File: src/rtl/serial_transmitter_fifo.sv
`timescale 1ns / 1ps
// Asynchronous-style serial transmitter with a small transmit FIFO.
// Frames are LSB first with optional parity and 1 or 2 stop bits, sent back to back.
module serial_transmitter_fifo #(
  parameter int unsigned ClockFrequency = 16000000,
  parameter int unsigned BaudRate       = 115200,
  parameter int unsigned DataBits       = 8,
  parameter int unsigned Parity         = 0,
  parameter int unsigned StopBits       = 1,
  parameter int unsigned FifoDepth      = 4
) (
  input  logic                iClock,
  input  logic                iReset,
  input  logic [DataBits-1:0] iData,
  input  logic                iSend,
  output logic                oReady,
  output logic                oBusy,
  output logic                oTXD
);

  localparam int unsigned TicksPerBit = ClockFrequency / BaudRate;
  localparam int unsigned PtrW        = $clog2(FifoDepth);
  localparam int unsigned CntW        = PtrW + 1;
  localparam int unsigned TickW       = $clog2(TicksPerBit);
  localparam int unsigned BitW        = $clog2(DataBits);

  if ((DataBits < 5) || (DataBits > 9)) begin : g_bad_data_bits
    $error("DataBits must be in 5..9");
  end
  if (Parity > 2) begin : g_bad_parity
    $error("Parity must be 0, 1 or 2");
  end
  if ((StopBits < 1) || (StopBits > 2)) begin : g_bad_stop_bits
    $error("StopBits must be 1 or 2");
  end
  if ((FifoDepth < 2) || ((FifoDepth & (FifoDepth - 1)) != 0)) begin : g_bad_fifo_depth
    $error("FifoDepth must be a power of two, at least 2");
  end
  if (TicksPerBit < 3) begin : g_bad_ticks
    $error("ClockFrequency / BaudRate must be at least 3");
  end

  typedef enum logic [2:0] {StIdle, StStart, StData, StParity, StStop} state_t;

  logic [DataBits-1:0] r_mem [FifoDepth];
  logic [PtrW-1:0]     r_wr_ptr   = '0;
  logic [PtrW-1:0]     r_rd_ptr   = '0;
  logic [CntW-1:0]     r_count    = '0;
  logic                r_ready    = 1'b0;

  state_t              r_state    = StIdle;
  logic [TickW-1:0]    r_tick     = '0;
  logic [BitW-1:0]     r_bit_idx  = '0;
  logic [DataBits-1:0] r_shift    = '0;
  logic                r_parity   = 1'b0;
  logic                r_txd      = 1'b1;
  logic                r_busy     = 1'b0;

  logic                w_push;
  logic                w_pop;
  logic                w_not_empty;
  logic                w_bit_end;
  logic                w_last_stop;
  logic [CntW-1:0]     w_count_next;
  logic [DataBits-1:0] w_head;
  logic                w_head_parity;

  assign w_push        = iSend & r_ready;
  assign w_not_empty   = (r_count != '0);
  assign w_bit_end     = (r_tick == TickW'(TicksPerBit - 1));
  assign w_last_stop   = (r_state == StStop) && w_bit_end && (r_bit_idx == BitW'(StopBits - 1));
  assign w_pop         = w_not_empty && ((r_state == StIdle) || w_last_stop);
  assign w_count_next  = r_count + CntW'(w_push) - CntW'(w_pop);
  assign w_head        = r_mem[r_rd_ptr];
  // Odd parity is the inverse of the data XOR.
  assign w_head_parity = (^w_head) ^ (Parity == 1);

  always_ff @(posedge iClock) begin
    if (w_push && !iReset) begin
      r_mem[r_wr_ptr] <= iData;
    end
  end

  always_ff @(posedge iClock) begin
    if (iReset) begin
      r_wr_ptr <= '0;
      r_rd_ptr <= '0;
      r_count  <= '0;
      r_ready  <= 1'b0;
    end else begin
      if (w_push) begin
        r_wr_ptr <= r_wr_ptr + 1'b1;
      end
      if (w_pop) begin
        r_rd_ptr <= r_rd_ptr + 1'b1;
      end
      r_count <= w_count_next;
      r_ready <= (w_count_next != CntW'(FifoDepth));
    end
  end

  always_ff @(posedge iClock) begin
    if (iReset) begin
      r_state   <= StIdle;
      r_tick    <= '0;
      r_bit_idx <= '0;
      r_shift   <= '0;
      r_parity  <= 1'b0;
      r_txd     <= 1'b1;
      r_busy    <= 1'b0;
    end else begin
      r_busy <= (r_state != StIdle) || w_not_empty;

      case (r_state)
        StStart:  r_txd <= 1'b0;
        StData:   r_txd <= r_shift[0];
        StParity: r_txd <= r_parity;
        default:  r_txd <= 1'b1;
      endcase

      if (r_state == StIdle || w_bit_end) begin
        r_tick <= '0;
      end else begin
        r_tick <= r_tick + 1'b1;
      end

      case (r_state)
        StIdle: begin
          if (w_not_empty) begin
            r_state   <= StStart;
            r_shift   <= w_head;
            r_parity  <= w_head_parity;
            r_bit_idx <= '0;
          end
        end
        StStart: begin
          if (w_bit_end) begin
            r_state   <= StData;
            r_bit_idx <= '0;
          end
        end
        StData: begin
          if (w_bit_end) begin
            r_shift <= r_shift >> 1;
            if (r_bit_idx == BitW'(DataBits - 1)) begin
              r_bit_idx <= '0;
              r_state   <= (Parity != 0) ? StParity : StStop;
            end else begin
              r_bit_idx <= r_bit_idx + 1'b1;
            end
          end
        end
        StParity: begin
          if (w_bit_end) begin
            r_state   <= StStop;
            r_bit_idx <= '0;
          end
        end
        StStop: begin
          if (w_bit_end) begin
            if (r_bit_idx == BitW'(StopBits - 1)) begin
              r_bit_idx <= '0;
              if (w_not_empty) begin
                r_state  <= StStart;
                r_shift  <= w_head;
                r_parity <= w_head_parity;
              end else begin
                r_state <= StIdle;
              end
            end else begin
              r_bit_idx <= r_bit_idx + 1'b1;
            end
          end
        end
        default: r_state <= StIdle;
      endcase
    end
  end

  assign oReady = r_ready;
  assign oBusy  = r_busy;
  assign oTXD   = r_txd;

endmodule

File: config.mk
export PLATFORM = sky130hd
export DESIGN_NAME = serial_transmitter_fifo
export DESIGN_NICKNAME = d
export VERILOG_FILES = /design/src/rtl/serial_transmitter_fifo.sv
export SDC_FILE = /design/constraint.sdc
export NUM_CORES = 1
export LEC_CHECK = 0
export ABC_AREA = 1
export BUFFER_PORTS_ARGS = -buffer_cell sky130_fd_sc_hd__buf_2
export CAP_MARGIN = 10
export CORE_MARGIN = 1
export CORE_UTILIZATION = 30
export DETAILED_ROUTE_END_ITERATION = 10
export GPL_ROUTABILITY_DRIVEN = 0
export GPL_TIMING_DRIVEN = 0
export SYNTH_ARGS = -nofsm -noshare
export SYNTH_HDL_FRONTEND = slang
export SYNTH_SLANG_ARGS = --single-unit
File: constraint.sdc
create_clock -name iClock -period 2.9 [get_ports iClock]
set_input_delay 0.29 -clock iClock [delete_from_list [all_inputs] [get_ports iClock]]
set_output_delay 0.29 -clock iClock [all_outputs]
set_load 0.005 [all_outputs]
---- Word level (Yosys, flattened, before mapping) ----
Memory sizes are Yosys's and may differ from the RTL's. A register that Yosys moved wholly into a read port is not among the register bits.
Index checks and enable logic that the tools add are counted.
storage, ports and cells
  RAM bits ................................ 32
  flip-flop bits (word level) ............. 33
  memories ................................ 1
  input port bits ......................... 11
  output and inout port bits .............. 3
cells by class
  reduce and logical (&&, ||, !) cells .... 22
  eq/ne operators ......................... 15
  muxes and demuxes ....................... 30
  bitwise gates (word level) .............. 1
  add/sub/neg operators ................... 6
memories
  name   words  width  rd ports  clocked after Yosys merged registers in  write ports  RTL line  text
  r_mem  4      8      1         1                                        1            45        logic [DataBits-1:0] r_mem [FifoDepth];
operator list
  kind                   count
  $mux W3                13
  $mux W8                4
  $pmux W8 S3            1
  $pmux W3 S5            1
  $ne A2 B2 Y1 const B   6
  $pmux W3 S4            1
  $reduce_bool A3 Y1     3
  $add A8 B1 Y8 const B  1
  $eq A8 B8 Y1 const B   1
  $reduce_xor A8 Y1      1
  $reduce_and A7 Y1      1
  $eq A3 B2 Y1 const B   2
  $eq A3 B3 Y1 const B   2
  $logic_not A3 Y1       2
  $mux W1                6
  $reduce_and A5 Y1      1
  $add A2 B1 Y2 const B  2
  $logic_and A1 B1 Y1    4
  $mux W2                2
  $ne A2 B1 Y1 const B   2
  $reduce_and A4 Y1      1
  $reduce_bool A4 Y1     1
  $reduce_or A2 Y1       2
  $add A3 B1 Y3          1
  other kinds (11)       13

---- Depth between registers and ports, before layout ----
Gate-level depths: netlist of the first run.
  depth after elaboration ................. 7
  gate-level depth with buffers ........... 17
  mapped depth without buffers ............ 17

---- Worst setup path before layout of the first run ----
OpenSTA, ideal clock, no wires.
  kind .................................... reg2reg
  start ................................... register r_tick[0]
  end ..................................... register r_ready, in the netlist oReady
  cell stages (with the launch flop) ...... 17
  data required time ...................... 2785 ps
  buffers on the path ..................... 0
  arrival ................................. 2304 ps
  slack ................................... 480 ps
  period minus slack after synthesis ...... 2420 ps
  setup time .............................. 115 ps
  path through ............................ dfxtp_1 ha_1 nand2_1 nor3_1 nand2_1 nand2_1 nand2_1 inv_1 ha_1 inv_1 ha_1 inv_1 fa_1 xnor2_1 xor2_1 o21ai_0 inv_1
between the ends
  word-level cells in the longest chain between the ends .. 7
RTL lines
  what                              RTL line  text
  from (decl)                       52        logic [TickW-1:0] r_tick = '0;
  from (signal assigned)            124       r_tick <= r_tick + 1'b1;
  $eq A8 B8 Y1                      70        assign w_bit_end = (r_tick == TickW'(TicksPerBit - 1));
  $logic_and A1 B1 Y1 (2 in a row)  71        assign w_last_stop = (r_state == StStop) && w_bit_end && (r_bit_idx == BitW'(StopBits - 1));
  $logic_or A1 B1 Y1                72        assign w_pop = w_not_empty && ((r_state == StIdle) || w_last_stop);
  $logic_and A1 B1 Y1               72
  named net w_pop                   60        logic w_pop;
  $sub A3 B1 Y3                     73        assign w_count_next = r_count + CntW'(w_push) - CntW'(w_pop);
  $ne A3 B3 Y1                      98        r_ready <= (w_count_next != CntW'(FifoDepth));
  to (signal assigned)              98
  to (decl)                         49        logic r_ready = 1'b0;
The timed path passes the listed nets, and every way through them passes these cells.
A chain may end at the register's enable or synchronous reset.

---- Final worst setup path of the first run ----
  start ................................... register r_tick[1]
  end ..................................... register r_ready, in the netlist oReady
The elaborated chain is that of the path after synthesis.

==> results of run 1 <==
through the flow:
step | std cells | setup slack, ps | instance area [um2]
2_1_floorplan | 377 | 480.2 | 3177
3_3_place_gp | 526 | 221.3 | 3412
3_5_place_dp | 526 | 202.5 | 3412
4_1_cts | 541 | 186.4 | 3611
5_1_grt | 542 | 24.28 | 3622
6_report | 542 | 269.3 | 3622
final timing paths:
kind	start	to	slack [ps]	cells after the start
setup / recovery	r_tick[1]$_SDFF_PP0_	oReady$_SDFF_PP0_	270	17
hold / removal	iData[3]	r_mem[3][3]$_DFFE_PP_	150	1
setup reg to reg	r_tick[1]$_SDFF_PP0_	oReady$_SDFF_PP0_	270	17
hold reg to reg	r_tick[0]$_SDFF_PP0_	r_tick[0]$_SDFF_PP0_	440	1
timing repair:
action / in CTS / in global routing
endpoints found under the hold margin: 0 / 0
gates resized for setup: 0 / 2
setup buffers: 0 / 1
endpoints found under the setup margin: 0 / 2
cell families (layout without fill, tap and decap cells):
group / Yosys count / count (layout) / share of synthesized area, %
AND/OR/NAND/NOR: 204 / 204 / 26.74
adder cells (fa/ha/maj): 12 / 12 / 4.963
buffers and inverters: 48 / 77 / 7.089
XOR/XNOR: 4 / 4 / 1.103
AO/OA/AOI/OAI: 42 / 42 / 7.798
flip-flops: 67 / 67 / 52.30
metal layers:
layer | part of all wire, % | GRT usage (%)
met5 | 0 | 0
met3 | 2.2 | 2.620
met4 | 3.2 | 9.256
met2 | 48 | 20.77
met1 | 46 | 14.54
power by group:
part           switching [mW]  internal, mW
sequential             0.0984          1.16
combinational           0.949         0.530
clock                   0.328         0.478
flip-flops by register name, summed over array words and instances (netlist names), named ones only:
name	flops
r_shift	8
oTXD	1
r_parity	1
r_state	3
oBusy	1
r_rd_ptr	2
r_mem	32
oReady	1
r_count	3
r_tick	8
r_wr_ptr	2
r_bit_idx	3
final cells by class:
cell class                      instances  area (um2)  area share (%)
Buffer                                  9       71.32           1.969
Clock buffer                           12       135.1           3.731
Clock inverter                          3       63.81           1.762
Inverter                               39       153.9           4.249
Multi-Input combinational cell        262        1292           35.68
Sequential cell                        67        1663           45.91
Tap cell                              136       170.2           4.698
Timing Repair Buffer                   14       72.57           2.003
cell usage after synthesis (all sizes together), types with 3 or more instances:
cell / n / area (um2)
nand3: 28 / 150.1
inv: 39 / 153.9
dfxtp: 35 / 700.7
ha: 11 / 137.6
buf: 7 / 63.80
a31oi: 7 / 43.79
nor3: 4 / 20.02
a21oi: 13 / 65.06
nand2: 144 / 553.0
nor2: 25 / 103.9
xor2: 3 / 26.28
o21ai: 16 / 87.59
edfxtp: 32 / 960.9
critical path, delay by kind of cell, from the launching register on:
family / cells / cell delay [ps]
AO/OA/AOI/OAI: 1 / 150
XOR/XNOR: 2 / 320
adder cells (fa/ha/maj): 4 / 870
buffers and inverters: 5 / 310
flip-flops: 1 / 330
AND/OR/NAND/NOR: 5 / 530
==> results.cfg, run 1 <==
[run_status]
status = finished, final reports clean

[timing]
finalSetupTns_ps = 0
grt_setup_unrepaired = false
skew_ps = 7.072
maxSlewHeadroom_pct = 39.87
slew_viol_final = 0
finalHoldViolCount = 0
period_share_pct = 90.71
post-route-min-period_ps = 2631
tightest_slew_ps = 898.6
setup_violations = 0
fmax_ghz = 0.3801
fin_hold_ws_ps = 154.4

[global_routing]
grt_max_degree = 11
antenna_found_initial = 0
grt_pass1_wl_um = 10810
track_usage_pct = 12.63
gr-total-overflow = 0
grt_pass1_vias = 2464

[drt]
num_vias = 2470
avgRoutedWirePerCell_um = 11.36
post_drt_via_cell_ratio = 4.557
wl_um = 6157
postRouteAntennaNets = 0
dr.first_iter.drc_count = 138
drt_pass1_iterations = 4
drcViolationCount = 0

[worst_setup_path]
cpMostUsedCell = inv_1
path_cells = inv_1 -> ha_1 -> nand2_1 -> nor3_1 -> nand2_1 -> nand2_1 -> nand2_2 -> inv_1 -> ha_1 -> inv_1 -> ha_1 -> inv_1 -> fa_1 -> xnor2_1 -> xor2_1 -> o21ai_0 -> inv_1
cpPeakStageDelay_ps = 370
cp-start-kind = flop
cp.required_ps = 3140
timing_worst_setup_path_type = flop to flop
cp_max_fo = 4
critical_path.slowest_cell = fa_1
crit_path_end_kind = flop
crit_arrival_ps = 2870

[synth]
syn_nets = 400
syn_inst = 377
synth_area_per_cell_um2 = 8.427
synthDistinctLibCells = 32
ys_seq_area_share_pct = 52.30
netlist_area_mm2 = 0.003177
ys_seq_elements = 67
synthArstFlopShare_pct = 0
synth_ff_type = dfxtp_1
yosysWarningCount = 0
synth_edf_count = 32

[cells_and_area]
drive_gt1_share_pct = 12.81
post-route-util_pct = 35.24
final_common_cell = nand2_1
areaGrowthSynthToFinish_pct = 14.02
final_nets = 425
nFillCells = 1089
most-common-layout-cells = nand2_1 (138), dfxtp_1 (34), inv_1 (33), edfxtp_1 (32), nand3_1 (26)
n_antenna_cell = 0

[power_and_ir_drop]
max-vdd-ir-drop_mv = 0.2681
leakage_nw = 1.567
power_density_mw_per_mm2 = 977.4
finalPower_mw = 3.540

[clocking]
clkTransAtPathRegs_ps = 70
numCtsBuffers = 9
holdBufCountCts = 0
cts_tree = built
clk_latency_ps = 350
cts_num_sinks = 67
root_buffer = clkbuf_8
cts.path.max_buffers = 2
htree_levels = 3

[worst_hold_path]
hp-class = input port to flop

[floorplan]
ios = 14
die-height_um = 104.9
initial_core_util_pct = 30.91
die_w_um = 104.9
core_mm2 = 0.01028
rows = 37
die_area_mm2 = 0.01101

[job]
cap_viol_max_count = 0

[placed_design]
hpwl_um = 4346
portBuffers = 13
Note: power is estimated with default switching activity, not from simulation.
==> run 2: changes to the inputs <==
clock period = 2.45 ns   (was 2.9 ns; I/O delays follow)
==> results.cfg, run 2 (synthesis gave the netlist of run 1 again) <==
[run_status]
status = finished, final reports clean

[cells_and_area]
final_common_cell = nand2_1
areaGrowthSynthToFinish_pct = 18.08
final-seq-area_mm2 = 0.001665
most-common-layout-cells = nand2_1 (135), dfxtp_1 (32), edfxtp_1 (32), inv_1 (29), nand3_1 (26)
top_regs = r_mem x32, r_shift x8, r_tick x8
drive_gt1_share_pct = 18.16
multi_input_area_mm2 = 0.001361
nFillCells = 1076
n_antenna_cell = 0
largest-register = r_mem
largest_reg_flops = 32
final_nets = 432
design_area_mm2 = 0.003751

[drt]
post_drt_via_cell_ratio = 4.561
postRouteAntennaNets = 0
wl_um = 6407
drt_pass1_iterations = 6
drcViolationCount = 0
avgRoutedWirePerCell_um = 11.67
num_vias = 2504
dr.first_iter.drc_count = 123

[clocking]
numCtsBuffers = 9
clkTransAtPathRegs_ps = 70
holdBufCountCts = 0
clk_latency_ps = 350
htree_levels = 3
cts_tree = built
cts_num_sinks = 67
cts.path.max_buffers = 2
root_buffer = clkbuf_8

[worst_setup_path]
rr_worst_depth = 17
timing_worst_setup_path_type = flop to flop
crit_arrival_ps = 2580
rrSetupSlack_ps = 120
regToRegEndpoint = oReady$_SDFF_PP0_
r2r_start = r_tick[1]$_SDFF_PP0_
cp_max_fo = 2
crit_path_end_kind = flop
cp.required_ps = 2700
cp-start-kind = flop

[worst_hold_path]
min-delay-start = iData[3]
hold_depth = 1
hp-class = input port to flop
hold_end = r_mem[3][3]$_DFFE_PP_

[floorplan]
die_area_mm2 = 0.01101
die-height_um = 104.9
core_mm2 = 0.01028
rows = 37
initial_core_util_pct = 30.91
die_w_um = 104.9
ios = 14

[placed_design]
post-place-ws_ps = -247.5
placedInstanceArea_mm2 = 0.003412
hpwl_um = 4346
portBuffers = 13

[timing]
grt_setup_unrepaired = true
finalHoldViolCount = 0
slew_viol_final = 0
skew_ps = 9.187
post-route-min-period_ps = 2329
setup_violations = 0
maxSlewHeadroom_pct = 39.69
tightest_slew_ps = 901.3
worst_slack_ps = 121.0
fmax_ghz = 0.4294
period_share_pct = 95.06

[power_and_ir_drop]
power_density_mw_per_mm2 = 1188
max-vdd-ir-drop_mv = 0.3396
leakage_nw = 1.608
finalPower_mw = 4.456

[global_routing]
antenna_found_initial = 0
track_usage_pct = 13.11
grt_pass1_vias = 2513
grt_max_degree = 11
gr-total-overflow = 0
grt_pass1_wl_um = 11180

[job]
cap_viol_max_count = 0
## run 2: power breakdown
part	switching [mW]	leakage [nW]	internal, mW
Sequential	0.122	0.577	1.37
Combinational	1.22	0.933	0.784
Clock	0.394	0.0981	0.565
Total	1.74	1.61	2.72
## run 2: critical path, stage by stage, from the launching register on
cell,delay (ps)
dfxtp_2,320
inv_2,60
ha_4,120
nand2_2,50
nor3_2,120
nand2_2,100
nand2_2,100
nand2_4,60
inv_4,60
ha_4,190
inv_4,50
ha_4,120
inv_2,30
fa_2,350
xnor2_2,150
xor2_1,160
o21ai_1,120
inv_1,50
## run 2: layer usage
| metal | up-vias | track usage (%) | part of all wire, % |
|---|---|---|---|
| met5 | - | 0 | 0 |
| met1 | 1169 | 14.89 | 45 |
| met2 | 31 | 21.95 | 49 |
| li1 | 1286 | - | - |
| met3 | 18 | 2.620 | 2.5 |
| met4 | 0 | 9.457 | 3.6 |
## run 2: timing repair
item | CTS | global route
buffers inserted | 6 | 2
pin swaps | 8 | 9
endpoints found under the setup margin | 2 | 2
resized for setup | 18 | 6
## run 2: cell type report
| type | instances | area share (%) |
|---|---|---|
| Sequential cell | 67 | 44.40 |
| Multi-Input combinational cell | 262 | 36.29 |
| Tap cell | 136 | 4.536 |
| Inverter | 39 | 4.236 |
| Clock buffer | 12 | 3.602 |
| Timing Repair Buffer | 21 | 3.336 |
| Buffer | 9 | 1.901 |
| Clock inverter | 3 | 1.701 |
## run 2: worst max path at each step
| stage | startpoint | endpoint | slack (ps) | depth (start not counted) |
|---|---|---|---|---|
| after floorplan | r_tick[0]$_SDFF_PP0_ | oReady$_SDFF_PP0_ | 30 | 16 |
| after global placement | r_tick[0]$_SDFF_PP0_ | oReady$_SDFF_PP0_ | -230 | 16 |
| after detailed placement | r_tick[0]$_SDFF_PP0_ | oReady$_SDFF_PP0_ | -250 | 16 |
| after CTS | r_tick[1]$_SDFF_PP0_ | oReady$_SDFF_PP0_ | -20 | 17 |
| after global routing | r_tick[1]$_SDFF_PP0_ | oReady$_SDFF_PP0_ | -30 | 17 |
| final | r_tick[1]$_SDFF_PP0_ | oReady$_SDFF_PP0_ | 120 | 17 |
## run 2: stage by stage
step	instances	setup TNS [ps]	util [%]	hold WS [ps]
final	549	0	36.50	107.7
after global routing	549	-63.52	36.50	96.51
after CTS	547	-15.98	36.18	87.71
after detailed placement	526	-457.0	33.20	463.1
after global placement	526	-391.6	33.20	449.4
after floorplan	377	0	-	343.9
==> run 3: changes to the inputs <==
SETUP_SLACK_MARGIN = 0.15   (was not set)
TNS_END_PERCENT = 30   (was not set)
==> results.cfg, run 3 (synthesis gave the netlist of run 1 again) <==
[floorplan]
rows = 37
die-height_um = 104.9
core_mm2 = 0.01028
die_w_um = 104.9
initial_core_util_pct = 30.91
die_area_mm2 = 0.01101
ios = 14

[job]
cap_viol_max_count = 0

[drt]
drt_pass1_iterations = 4
post_drt_via_cell_ratio = 4.545
postRouteAntennaNets = 0
num_vias = 2495
avgRoutedWirePerCell_um = 11.72
drcViolationCount = 0
dr.first_iter.drc_count = 135
wl_um = 6435

[timing]
worst_slack_ps = 142.7
tightest_slew_ps = 918.0
period_share_pct = 94.17
maxSlewHeadroom_pct = 38.58
fmax_ghz = 0.4334
setup_violations = 0
skew_ps = 8.910
post-route-min-period_ps = 2307
grt_setup_unrepaired = true
slew_viol_final = 0
finalHoldViolCount = 0
finalSetupTns_ps = 0

[cells_and_area]
areaGrowthSynthToFinish_pct = 18.63
fin_cells = 549
largest-register = r_mem
most-common-layout-cells = nand2_1 (136), dfxtp_1 (33), edfxtp_1 (32), inv_1 (28), nand3_1 (26)
largest_reg_flops = 32
final_nets = 431
top_regs = r_mem x32, r_shift x8, r_tick x8
drive_gt1_share_pct = 18.40
n_antenna_cell = 0
final_common_cell = nand2_1
design_area_mm2 = 0.003769

[worst_hold_path]
hp-class = input port to flop
min-delay-start = iData[4]

[worst_setup_path]
rrSetupSlack_ps = 140
critPathBufInv = 5
path_cells = inv_2 -> ha_4 -> nand2_2 -> nor3_2 -> nand2_1 -> nand2_2 -> nand2_4 -> inv_4 -> ha_4 -> inv_4 -> ha_4 -> inv_2 -> fa_2 -> xnor2_2 -> xor2_1 -> o21ai_1 -> inv_1
r2r_start = r_tick[1]$_SDFF_PP0_
cpLargestDelayFamily = adder cells
crit_arrival_ps = 2560
cpPeakStageDelay_ps = 340
crit_path_end_kind = flop
timing_worst_setup_path_type = flop to flop
cp_max_fo = 2
cp.required_ps = 2700
cp-start-kind = flop
critical_path.slowest_cell = fa_2
cpMostUsedCell = ha_4
worstSetupStartpoint = r_tick[1]$_SDFF_PP0_

[clocking]
cts_num_sinks = 67
cts_tree = built
holdBufCountCts = 0
numCtsBuffers = 9
cts.path.max_buffers = 2
htree_levels = 3
clkTransAtPathRegs_ps = 70
root_buffer = clkbuf_8
clk_latency_ps = 350

[placed_design]
post-place-ws_ps = -73.74
dp.cells = 526
placedInstanceArea_mm2 = 0.003421
portBuffers = 13
hpwl_um = 4413

[global_routing]
grt_max_degree = 12
gr-total-overflow = 0
grt_pass1_vias = 2454
antenna_found_initial = 0
track_usage_pct = 13.02
grt_pass1_wl_um = 11040

[run_status]
status = finished, final reports clean

[power_and_ir_drop]
leakage_nw = 1.618
max-vdd-ir-drop_mv = 0.4131
finalPower_mw = 4.508
power_density_mw_per_mm2 = 1196
-- run 3: changes by cell type in the layout (fill, tap and decap cells not counted) --
cell / delta
nand2_2: -1
nand2_1: +1
inv_1: -1
dfxtp_1: +1
clkbuf_1: -2
dfxtp_2: -1
clkbuf_8: +2
inv_2: +1
clkinv_4: +1
buf_4: -1
-- run 3: through the flow --
step	util [%]	hold WS [ps]
2_1_floorplan	-	343.9
3_3_place_gp	33.28	423.8
3_5_place_dp	33.28	431.7
4_1_cts	36.57	97.44
5_1_grt	36.67	104.4
6_report	36.67	109.7
-- run 3: timing repair --
item                                    in CTS  in global routing
setup buffers                                6                  1
resized for setup                           15                  2
endpoints found under the setup margin       3                  2
pin swaps                                    9                  8
-- run 3: worst paths after layout --
kind                                           endpoint  depth (start not counted)
worst max-delay path                  oReady$_SDFF_PP0_                         17
worst min-delay path              r_mem[3][4]$_DFFE_PP_                          1
worst max register to register        oReady$_SDFF_PP0_                         17
worst min register to register  r_shift[7]$_SDFFE_PP0P_                          2
-- run 3: metal layers --
metal	GRT usage [%]	vias up	wire (um)
li1	-	1294	-
met1	15.47	1156	3011
met2	21.38	31	3040
met3	1.934	14	151
met4	9.557	0	232
met5	0	-	0
-- run 3: area by class of cell --
type | instances | area (um2)
clock buffers | 12 | 155.1
inverters | 39 | 158.9
flip-flops and latches | 67 | 1664
repair buffers | 20 | 117.6
well taps | 136 | 170.2
multi-input cells | 262 | 1359
fillers | 1040 | 6509
plain buffers | 9 | 71.32
clock inverters | 4 | 72.57
-- run 3: power by group --
group          total, mW  internal, mW  switching [mW]
Clock               1.05         0.628           0.420
Combinational       1.97         0.766            1.20
Sequential          1.49          1.37           0.120
Total               4.51          2.76            1.75
